--- config.mk ---
export PLATFORM = sky130hd
export DESIGN_NAME = rom_access_arbiter_flat
export DESIGN_NICKNAME = d
export VERILOG_FILES = /design/src/rtl/rom_arb_if.sv /design/src/rtl/rom_access_arbiter.sv /design/src/flat_wrapper.sv
export SDC_FILE = /design/constraint.sdc
export NUM_CORES = 1
export LEC_CHECK = 0
export BUFFER_PORTS_ARGS = -buffer_cell sky130_fd_sc_hd__buf_2
export CORE_UTILIZATION = 25
export CTS_BUF_LIST = sky130_fd_sc_hd__clkbuf_8 sky130_fd_sc_hd__clkbuf_16
export DETAILED_ROUTE_END_ITERATION = 16
export PLACE_DENSITY_LB_ADDON = 0.25
export SYNTH_ARGS = -nofsm -noshare
export SYNTH_HDL_FRONTEND = slang
export SYNTH_SLANG_ARGS = --single-unit
--- constraint.sdc ---
create_clock -name fclk -period 1.85 [get_ports fclk]
set_clock_uncertainty 0.1 [all_clocks]
set_input_delay 0.2775 -clock fclk [delete_from_list [all_inputs] [get_ports fclk]]
set_output_delay 0.2775 -clock fclk [all_outputs]
set_load 0.02 [all_outputs]
--- src/rtl/rom_arb_if.sv ---
// Shared boot-ROM bus: CPU fetch port, DMA/loader port and ROM device pins.
// The arbiter sits on the slave side; requesters and the ROM model sit on the master side.
interface rom_arb_if;
   localparam int unsigned ADDR_W = 19;
   localparam int unsigned DATA_W = 8;

   logic              cpu_req;
   logic [ADDR_W-1:0] cpu_addr;
   logic [DATA_W-1:0] cpu_rdata;
   logic              cpu_strobe;
   logic              dma_req;
   logic [ADDR_W-1:0] dma_addr;
   logic [DATA_W-1:0] dma_rdata;
   logic              dma_strobe;
   logic [ADDR_W-1:0] rom_addr;
   logic              rom_ce_n;
   logic [DATA_W-1:0] rom_data;
   logic              busy;

   modport slave (
      input  cpu_req, cpu_addr, dma_req, dma_addr, rom_data,
      output cpu_rdata, cpu_strobe, dma_rdata, dma_strobe, rom_addr, rom_ce_n, busy
   );

   modport master (
      output cpu_req, cpu_addr, dma_req, dma_addr, rom_data,
      input  cpu_rdata, cpu_strobe, dma_rdata, dma_strobe, rom_addr, rom_ce_n, busy
   );
endinterface

--- src/rtl/rom_access_arbiter.sv ---
// Arbitrates CPU and DMA reads onto one ROM chip: fixed CPU priority with a DMA starvation bound,
// fixed-length CE-low access window and one recovery cycle between accesses.
module rom_access_arbiter #(
   parameter int unsigned WAIT_CYCLES  = 3,
   parameter int unsigned DMA_MAX_WAIT = 4
) (
   input logic      fclk,
   input logic      rst_n,
   rom_arb_if.slave bus
);
   localparam int unsigned ADDR_W = 19;
   localparam int unsigned DATA_W = 8;
   localparam int unsigned CNT_W  = 4;
   localparam logic [CNT_W-1:0] WAIT_INIT  = CNT_W'(WAIT_CYCLES - 1);
   localparam logic [CNT_W-1:0] STARVE_MAX = CNT_W'(DMA_MAX_WAIT);

   typedef enum logic [1:0] {IDLE, ACCESS, RECOVER} state_t;
   typedef enum logic {OWN_CPU, OWN_DMA} owner_t;

   state_t            state, state_nxt;
   owner_t            owner, owner_nxt;
   logic [CNT_W-1:0]  wait_cnt, wait_nxt;
   logic [CNT_W-1:0]  starve, starve_nxt;
   logic [ADDR_W-1:0] addr_q, addr_nxt;
   logic              ce_n_q, ce_n_nxt;
   logic [DATA_W-1:0] cpu_rdata_q, cpu_rdata_nxt;
   logic [DATA_W-1:0] dma_rdata_q, dma_rdata_nxt;
   logic              cpu_strobe_q, cpu_strobe_nxt;
   logic              dma_strobe_q, dma_strobe_nxt;
   logic              busy_q, busy_nxt;
   logic              grant_cpu_c, grant_dma_c;

   // Next-state, arbitration and registered-output values
   always_comb begin
      state_nxt      = state;
      owner_nxt      = owner;
      wait_nxt       = wait_cnt;
      starve_nxt     = starve;
      addr_nxt       = addr_q;
      ce_n_nxt       = ce_n_q;
      cpu_rdata_nxt  = cpu_rdata_q;
      dma_rdata_nxt  = dma_rdata_q;
      cpu_strobe_nxt = 1'b0;
      dma_strobe_nxt = 1'b0;
      grant_cpu_c    = 1'b0;
      grant_dma_c    = 1'b0;

      unique case (state)
         IDLE: begin
            if (bus.dma_req && (starve == STARVE_MAX)) begin
               grant_dma_c = 1'b1;
            end else if (bus.cpu_req) begin
               grant_cpu_c = 1'b1;
            end else if (bus.dma_req) begin
               grant_dma_c = 1'b1;
            end

            if (grant_cpu_c) begin
               owner_nxt = OWN_CPU;
               addr_nxt  = bus.cpu_addr;
               // Consecutive CPU wins only count while DMA is actually waiting
               if (bus.dma_req) begin
                  starve_nxt = (starve < STARVE_MAX) ? starve + CNT_W'(1) : STARVE_MAX;
               end else begin
                  starve_nxt = '0;
               end
            end else if (grant_dma_c) begin
               owner_nxt  = OWN_DMA;
               addr_nxt   = bus.dma_addr;
               starve_nxt = '0;
            end

            if (grant_cpu_c || grant_dma_c) begin
               ce_n_nxt  = 1'b0;
               wait_nxt  = WAIT_INIT;
               state_nxt = ACCESS;
            end
         end

         ACCESS: begin
            if (wait_cnt == '0) begin
               if (owner == OWN_CPU) begin
                  cpu_rdata_nxt  = bus.rom_data;
                  cpu_strobe_nxt = 1'b1;
               end else begin
                  dma_rdata_nxt  = bus.rom_data;
                  dma_strobe_nxt = 1'b1;
               end
               ce_n_nxt  = 1'b1;
               state_nxt = RECOVER;
            end else begin
               wait_nxt = wait_cnt - CNT_W'(1);
            end
         end

         RECOVER: begin
            state_nxt = IDLE;
         end

         default: begin
            state_nxt = IDLE;
            ce_n_nxt  = 1'b1;
         end
      endcase

      busy_nxt = (state_nxt != IDLE);
   end

   // State and output registers; reset aborts any access in flight
   always_ff @(posedge fclk or negedge rst_n) begin
      if (!rst_n) begin
         state        <= IDLE;
         owner        <= OWN_CPU;
         wait_cnt     <= '0;
         starve       <= '0;
         addr_q       <= '0;
         ce_n_q       <= 1'b1;
         cpu_rdata_q  <= '0;
         dma_rdata_q  <= '0;
         cpu_strobe_q <= 1'b0;
         dma_strobe_q <= 1'b0;
         busy_q       <= 1'b0;
      end else begin
         state        <= state_nxt;
         owner        <= owner_nxt;
         wait_cnt     <= wait_nxt;
         starve       <= starve_nxt;
         addr_q       <= addr_nxt;
         ce_n_q       <= ce_n_nxt;
         cpu_rdata_q  <= cpu_rdata_nxt;
         dma_rdata_q  <= dma_rdata_nxt;
         cpu_strobe_q <= cpu_strobe_nxt;
         dma_strobe_q <= dma_strobe_nxt;
         busy_q       <= busy_nxt;
      end
   end

   assign bus.rom_addr   = addr_q;
   assign bus.rom_ce_n   = ce_n_q;
   assign bus.cpu_rdata  = cpu_rdata_q;
   assign bus.dma_rdata  = dma_rdata_q;
   assign bus.cpu_strobe = cpu_strobe_q;
   assign bus.dma_strobe = dma_strobe_q;
   assign bus.busy       = busy_q;
endmodule

--- src/flat_wrapper.sv ---
// flat-port wrapper written by rule: the top's interface ports become plain ports
module rom_access_arbiter_flat 
#(
   parameter int unsigned WAIT_CYCLES  = 3,
   parameter int unsigned DMA_MAX_WAIT = 4
)
  (fclk, rst_n, bus_cpu_req, bus_cpu_addr, bus_dma_req, bus_dma_addr, bus_rom_data, bus_cpu_rdata, bus_cpu_strobe, bus_dma_rdata, bus_dma_strobe, bus_rom_addr, bus_rom_ce_n, bus_busy);
  rom_arb_if bus_i ();
  input logic fclk;
  input logic rst_n;
  input wire logic [$bits(bus_i.cpu_req)-1:0] bus_cpu_req;
  input wire logic [$bits(bus_i.cpu_addr)-1:0] bus_cpu_addr;
  input wire logic [$bits(bus_i.dma_req)-1:0] bus_dma_req;
  input wire logic [$bits(bus_i.dma_addr)-1:0] bus_dma_addr;
  input wire logic [$bits(bus_i.rom_data)-1:0] bus_rom_data;
  output wire logic [$bits(bus_i.cpu_rdata)-1:0] bus_cpu_rdata;
  output wire logic [$bits(bus_i.cpu_strobe)-1:0] bus_cpu_strobe;
  output wire logic [$bits(bus_i.dma_rdata)-1:0] bus_dma_rdata;
  output wire logic [$bits(bus_i.dma_strobe)-1:0] bus_dma_strobe;
  output wire logic [$bits(bus_i.rom_addr)-1:0] bus_rom_addr;
  output wire logic [$bits(bus_i.rom_ce_n)-1:0] bus_rom_ce_n;
  output wire logic [$bits(bus_i.busy)-1:0] bus_busy;
  assign bus_i.cpu_req = bus_cpu_req;
  assign bus_i.cpu_addr = bus_cpu_addr;
  assign bus_i.dma_req = bus_dma_req;
  assign bus_i.dma_addr = bus_dma_addr;
  assign bus_i.rom_data = bus_rom_data;
  assign bus_cpu_rdata = bus_i.cpu_rdata;
  assign bus_cpu_strobe = bus_i.cpu_strobe;
  assign bus_dma_rdata = bus_i.dma_rdata;
  assign bus_dma_strobe = bus_i.dma_strobe;
  assign bus_rom_addr = bus_i.rom_addr;
  assign bus_rom_ce_n = bus_i.rom_ce_n;
  assign bus_busy = bus_i.busy;
  rom_access_arbiter #(.WAIT_CYCLES(WAIT_CYCLES), .DMA_MAX_WAIT(DMA_MAX_WAIT)) u_core (.fclk(fclk), .rst_n(rst_n), .bus(bus_i));
endmodule
-- Yosys cells after proc, flatten, opt, wreduce, memory -nomap -nowiden
Cells that the tools add are included.
- latch bits: 0
- bits in read-only memories: 0
- memory bits (writable): 0
- memories: 0
- bits of input ports: 50
- word-level logic and storage cells: 64
- register bits after elaboration: 50
- multiply operators: 0
- $add $sub $neg: 2
- bitwise gates (word level): 2
- multiplexer cells: 30
- equality and inequality tests: 6
- order comparisons: 1
- divide/modulo/power cells: 0
- reduce and logical (&&, ||, !) cells: 12
- shifts and indexed selects: 0
- operators with widths (kind ; number):
    $mux 19 ; 2
    $mux 4 ; 6
    $mux 1 ; 17
    $reduce_and 3->1 ; 4
    $pmux 4 s2 ; 1
    $reduce_bool 2->1 ; 3
    $add 4x1->4 const B ; 1
    $eq 4x3->1 const B ; 1
    $logic_not 4->1 ; 1
    $lt 4x3->1 const B ; 1
    $mux 2 ; 2
    $ne 2x1->1 const B ; 2
    $pmux 2 s2 ; 1
    $sub 4x1->4 const B ; 1
    $pmux 1 s3 ; 1
    $eq 2x1->1 const B ; 1
    $eq 2x2->1 const B ; 1
    $logic_not 2->1 ; 1
    $ne 2x2->1 const B ; 1
    $not 1->1 ; 2
    $reduce_and 2->1 ; 1
    $logic_and 1x1->1 ; 1
    $logic_or 1x1->1 ; 1

-- Longest topological paths before layout
- word-level depth: 8
- mapped depth: 6

-- Worst setup path before layout
OpenSTA, ideal clock, no wires.
- path kind: reg-to-reg
- start: register u_core.wait_cnt[0]
- end: register u_core.wait_cnt[0]
- setup time: 0.079 ns
- path buffers: 0
- path slack: 0.227 ns
- data arrival time: 1.444 ns
- cell stages (with the launch flop): 6
- cell sequence: dfrtp_1 > inv_1 > ha_1 > or3b_4 > a22o_1 > mux2i_1
- longest elaborated chain between the ends: 3
- elaborated cells between the ends (all ways): 6
- classes of those cells: add/sub: 1; eq/ne: 1; mux: 2; reduce/logical: 2
- ends and longest elaborated chain (item ; RTL line ; source):
    start, declared ; rom_access_arbiter.sv:22 ; logic [CNT_W-1:0] wait_cnt, wait_nxt;
    start signal, assigned ; rom_access_arbiter.sv:126 ; wait_cnt <= wait_nxt;
    $sub 4x1->4 or $logic_not 4->1 (tied branches) ; rom_access_arbiter.sv:92, rom_access_arbiter.sv:81 ;
    $mux 4 or $ne 2x2->1 (tied branches) ; n/a ;
    $pmux 4 s2 or $reduce_and 3->1 (tied branches) ; n/a ;
Parallel ways exist; a longest one is shown, timed or not. The select of a mux whose other input is x is not followed.
A chain may end at the register's enable or synchronous reset.

-- Worst setup path after layout
Same ends and word-level chain as after synthesis.

==> results.sh <==
export IMPL_globalRouteOverflowTotal=0
export IMPL_route_detailed_drc=6
export IMPL_power_switching_mw=2.07
export IMPL_synth_top_family_by_area="simple AND/OR/NAND/NOR gates"
export IMPL_grt_max_degree=33
export IMPL_synth_area_um2=2330
export IMPL_violations="design-rule violations"
export IMPL_dr_pass1_iters=12
export IMPL_dieWidth_um=98.5
export IMPL_regArea_um2=1250
export IMPL_relSlewSlack=0.667
export IMPL_p_per_area_nw_per_um2=1660
export IMPL_fill_cells=920
export IMPL_combPwrFrac=0.478
export IMPL_root_buffer="clkbuf_8"
export IMPL_cts_sinks=50
export IMPL_die_h_um=98.5
export IMPL_netlist_instances=211
export IMPL_synth_seq_cells=50
export IMPL_tightest_slew_ns=0.499
export IMPL_fin_util=0.341
export IMPL_globalplace_congestion=0.741
export IMPL_initial_core_util=0.263
export IMPL_final_layout_size_suffix_gt1_frac=0.431
export IMPL_post_layout_nonfiller_instances=407
export IMPL_grt_pass1_wl_mm=9.70
export IMPL_via_per_inst=4.91
export IMPL_seqPwrFrac=0.374
export IMPL_synthDominantCellAreaShare=0.527
export IMPL_min_period_over_period=0.912
export IMPL_post_cts_buffers=0
export IMPL_synth_fa_ha_area_frac=0.0215
export IMPL_vias=1999
export IMPL_max_freq_ghz=0.593
export IMPL_hold_viol=0
export IMPL_sw_frac_of_total=0.412
export IMPL_seq_area_frac_synth=0.538
export IMPL_synth_compound_area_frac=0.129
export IMPL_cp_required_ns=1.98
export IMPL_clkLatencyLatePin_ns=0.30
export IMPL_period_needed_ns=1.69
export IMPL_p_int_mw=2.95
export IMPL_setup_violations=0
export IMPL_layout_common_cells="88 x buf_2, 49 x dfrtp_1, 25 x o21ai_0"
export IMPL_slew_violations=0
export IMPL_cts_buffer_depth=2
export IMPL_total_power_mw=5.02
export IMPL_pin_count=89
export IMPL_rsz0062_at_grt="false"
export IMPL_h_tree_depth=2
export IMPL_worst_setup_path_start_kind="flop"
export IMPL_final_common_cell="buf_2"
export IMPL_synth_area_leaders="dfrtp_1 53%, mux2_2 7.7%, o211ai_1 6.1%"
export IMPL_ys_types=31
export IMPL_hold_slack_ns=0.118
export IMPL_numCtsBuffers=5
export IMPL_synthMuxAreaShare=0.0904
export IMPL_diodes=0
export IMPL_antenna_left=0
export IMPL_crit_fanout=5
export IMPL_drv_cap=0
export IMPL_synth_nets=265
export IMPL_avgSynthCellArea_um2=11.0
export IMPL_synthToLayoutAreaGrowth_pct=29.9
export IMPL_antenna_found_initial=0
export IMPL_hold_path_class="primary input to flop"
export IMPL_drt_iter0_markers=75
export IMPL_yosys_area_share_simple=0.176
export IMPL_crit_type="flop to flop"
export IMPL_dieArea_um2=9690
export IMPL_leakage_nw=1.41
export IMPL_grt_pass1_vias=2018
export IMPL_io_buffer_count=88
export IMPL_cts_clk_slew_worst_paths_ns=0.09
export IMPL_multi_input_area_um2=975
export IMPL_status="complete, but fails checks"
export IMPL_routed_wl_mm=5.92
export IMPL_critPathArrivalTime_ns=1.81
export IMPL_peakVddDrop_mv=0.453
export IMPL_setup_tns_ns=0
export IMPL_wl_per_cell_um=14.5
export IMPL_ys_warn_count=0
export IMPL_yosysTopAreaCell="dfrtp_1"
export IMPL_dp_cells=398
export IMPL_cp_end_kind="flop"
export IMPL_row_count=34
export IMPL_clkPwrFrac=0.148
export IMPL_cts_tree="built"
export IMPL_synthXorXnorAreaFrac=0
export IMPL_dp_hpwl_mm=4.11
export IMPL_grt_usage=0.127
export IMPL_final_nets=352
export IMPL_coreArea_um2=8850
==> critical path, stage by stage (launching register included) <==
cell,delay (ns)
dfrtp_1,0.41
inv_1,0.10
ha_2,0.26
or3b_4,0.42
a22o_1,0.20
mux2i_1,0.13
==> registers in the layout, indices dropped and copies added (netlist names) <==
name / count
u_core.bus.busy: 1
u_core.bus.cpu_rdata: 8
u_core.bus.cpu_strobe: 1
u_core.bus.dma_rdata: 8
u_core.bus.dma_strobe: 1
u_core.bus.rom_addr: 19
u_core.bus.rom_ce_n: 1
u_core.owner: 1
u_core.starve: 4
u_core.state: 2
u_core.wait_cnt: 4
==> synth_stat cells, drive strengths merged <==
cell and n:
nor2 7, a31oi 1, mux2 16, a2bb2oi 1, nand4 22, inv 6, dfrtp 49, buf 2
nor2b 1, ha 4, clkbuf 16, dfstp 1, or2 2, nor3 2, nand3 22, and2 2
nand2 2, nand4b 2, mux2i 3, nor4bb 1, o211ai 19, a22o 2, and3 2, o21ai 25
or3b 1
==> path summary, 6_finish.rpt <==
check | from | end | slack (ns) | cells after the start
setup reg to reg | u_core.wait_cnt[0] | u_core.wait_cnt[0] | 0.16 | 5
setup / recovery | u_core.wait_cnt[0] | u_core.wait_cnt[0] | 0.16 | 5
max in group asynchronous | rst_n | u_core.bus.rom_addr[13] | 0.78 | 3
hold / removal | bus_rom_data[2] | u_core.bus.dma_rdata[2] | 0.12 | 2
min in group asynchronous | rst_n | u_core.bus.cpu_strobe | 0.35 | 2
hold reg to reg | u_core.wait_cnt[0] | u_core.wait_cnt[0] | 0.40 | 1
==> repair_timing <==
action	4_1_cts	5_1_grt
hold buffers	1	0
setup endpoints to repair	1	3
endpoints found under the hold margin	17	0
gates resized for setup	1	1
==> cell families (layout without fill, tap and decap cells) <==
group                    after synthesis  after routing
AND/OR/NAND/NOR                       66             66
adder cells (fa/ha/maj)                4              4
flip-flops                            50             50
multiplexers                          19             19
buffers and inverters                 24            112
AO/OA/AOI/OAI                         48             48
==> power by group through the flow <==
stage,logic [mW],registers (mW),clock network (mW)
finish,2.40,1.88,0.744
global route,2.65,1.96,0.816
CTS,2.43,1.89,0.782
detailed placement,2.43,1.90,0
global placement,2.38,1.90,0
floorplan,1.14,2.39,0
==> area by class of cell <==
class,count,share of cell area
sequential,50,0.414
multi-input combinational,137,0.323
timing repair buffer,98,0.176
tap,108,0.0447
clock buffer,5,0.0228
clock inverter,3,0.0124
inverter,6,0.00745
==> through the flow <==
stage / worst slack (ns) / instance area, um^2
after floorplan: 0.227 / 2330
after global placement: 0.0630 / 2900
after detailed placement: 0.00308 / 2900
after CTS: 0.0816 / 3020
after global routing: 0.0468 / 3020
final: 0.163 / 3020
==> routing by layer <==
metal	up-vias	GRT usage	routed length, um
li1	960	-	-
met1	971	0.148	2520
met2	61	0.229	3010
met3	7	0.0255	297
met4	0	0.0494	86
met5	-	0	0
(Power assumes the default switching activity.)
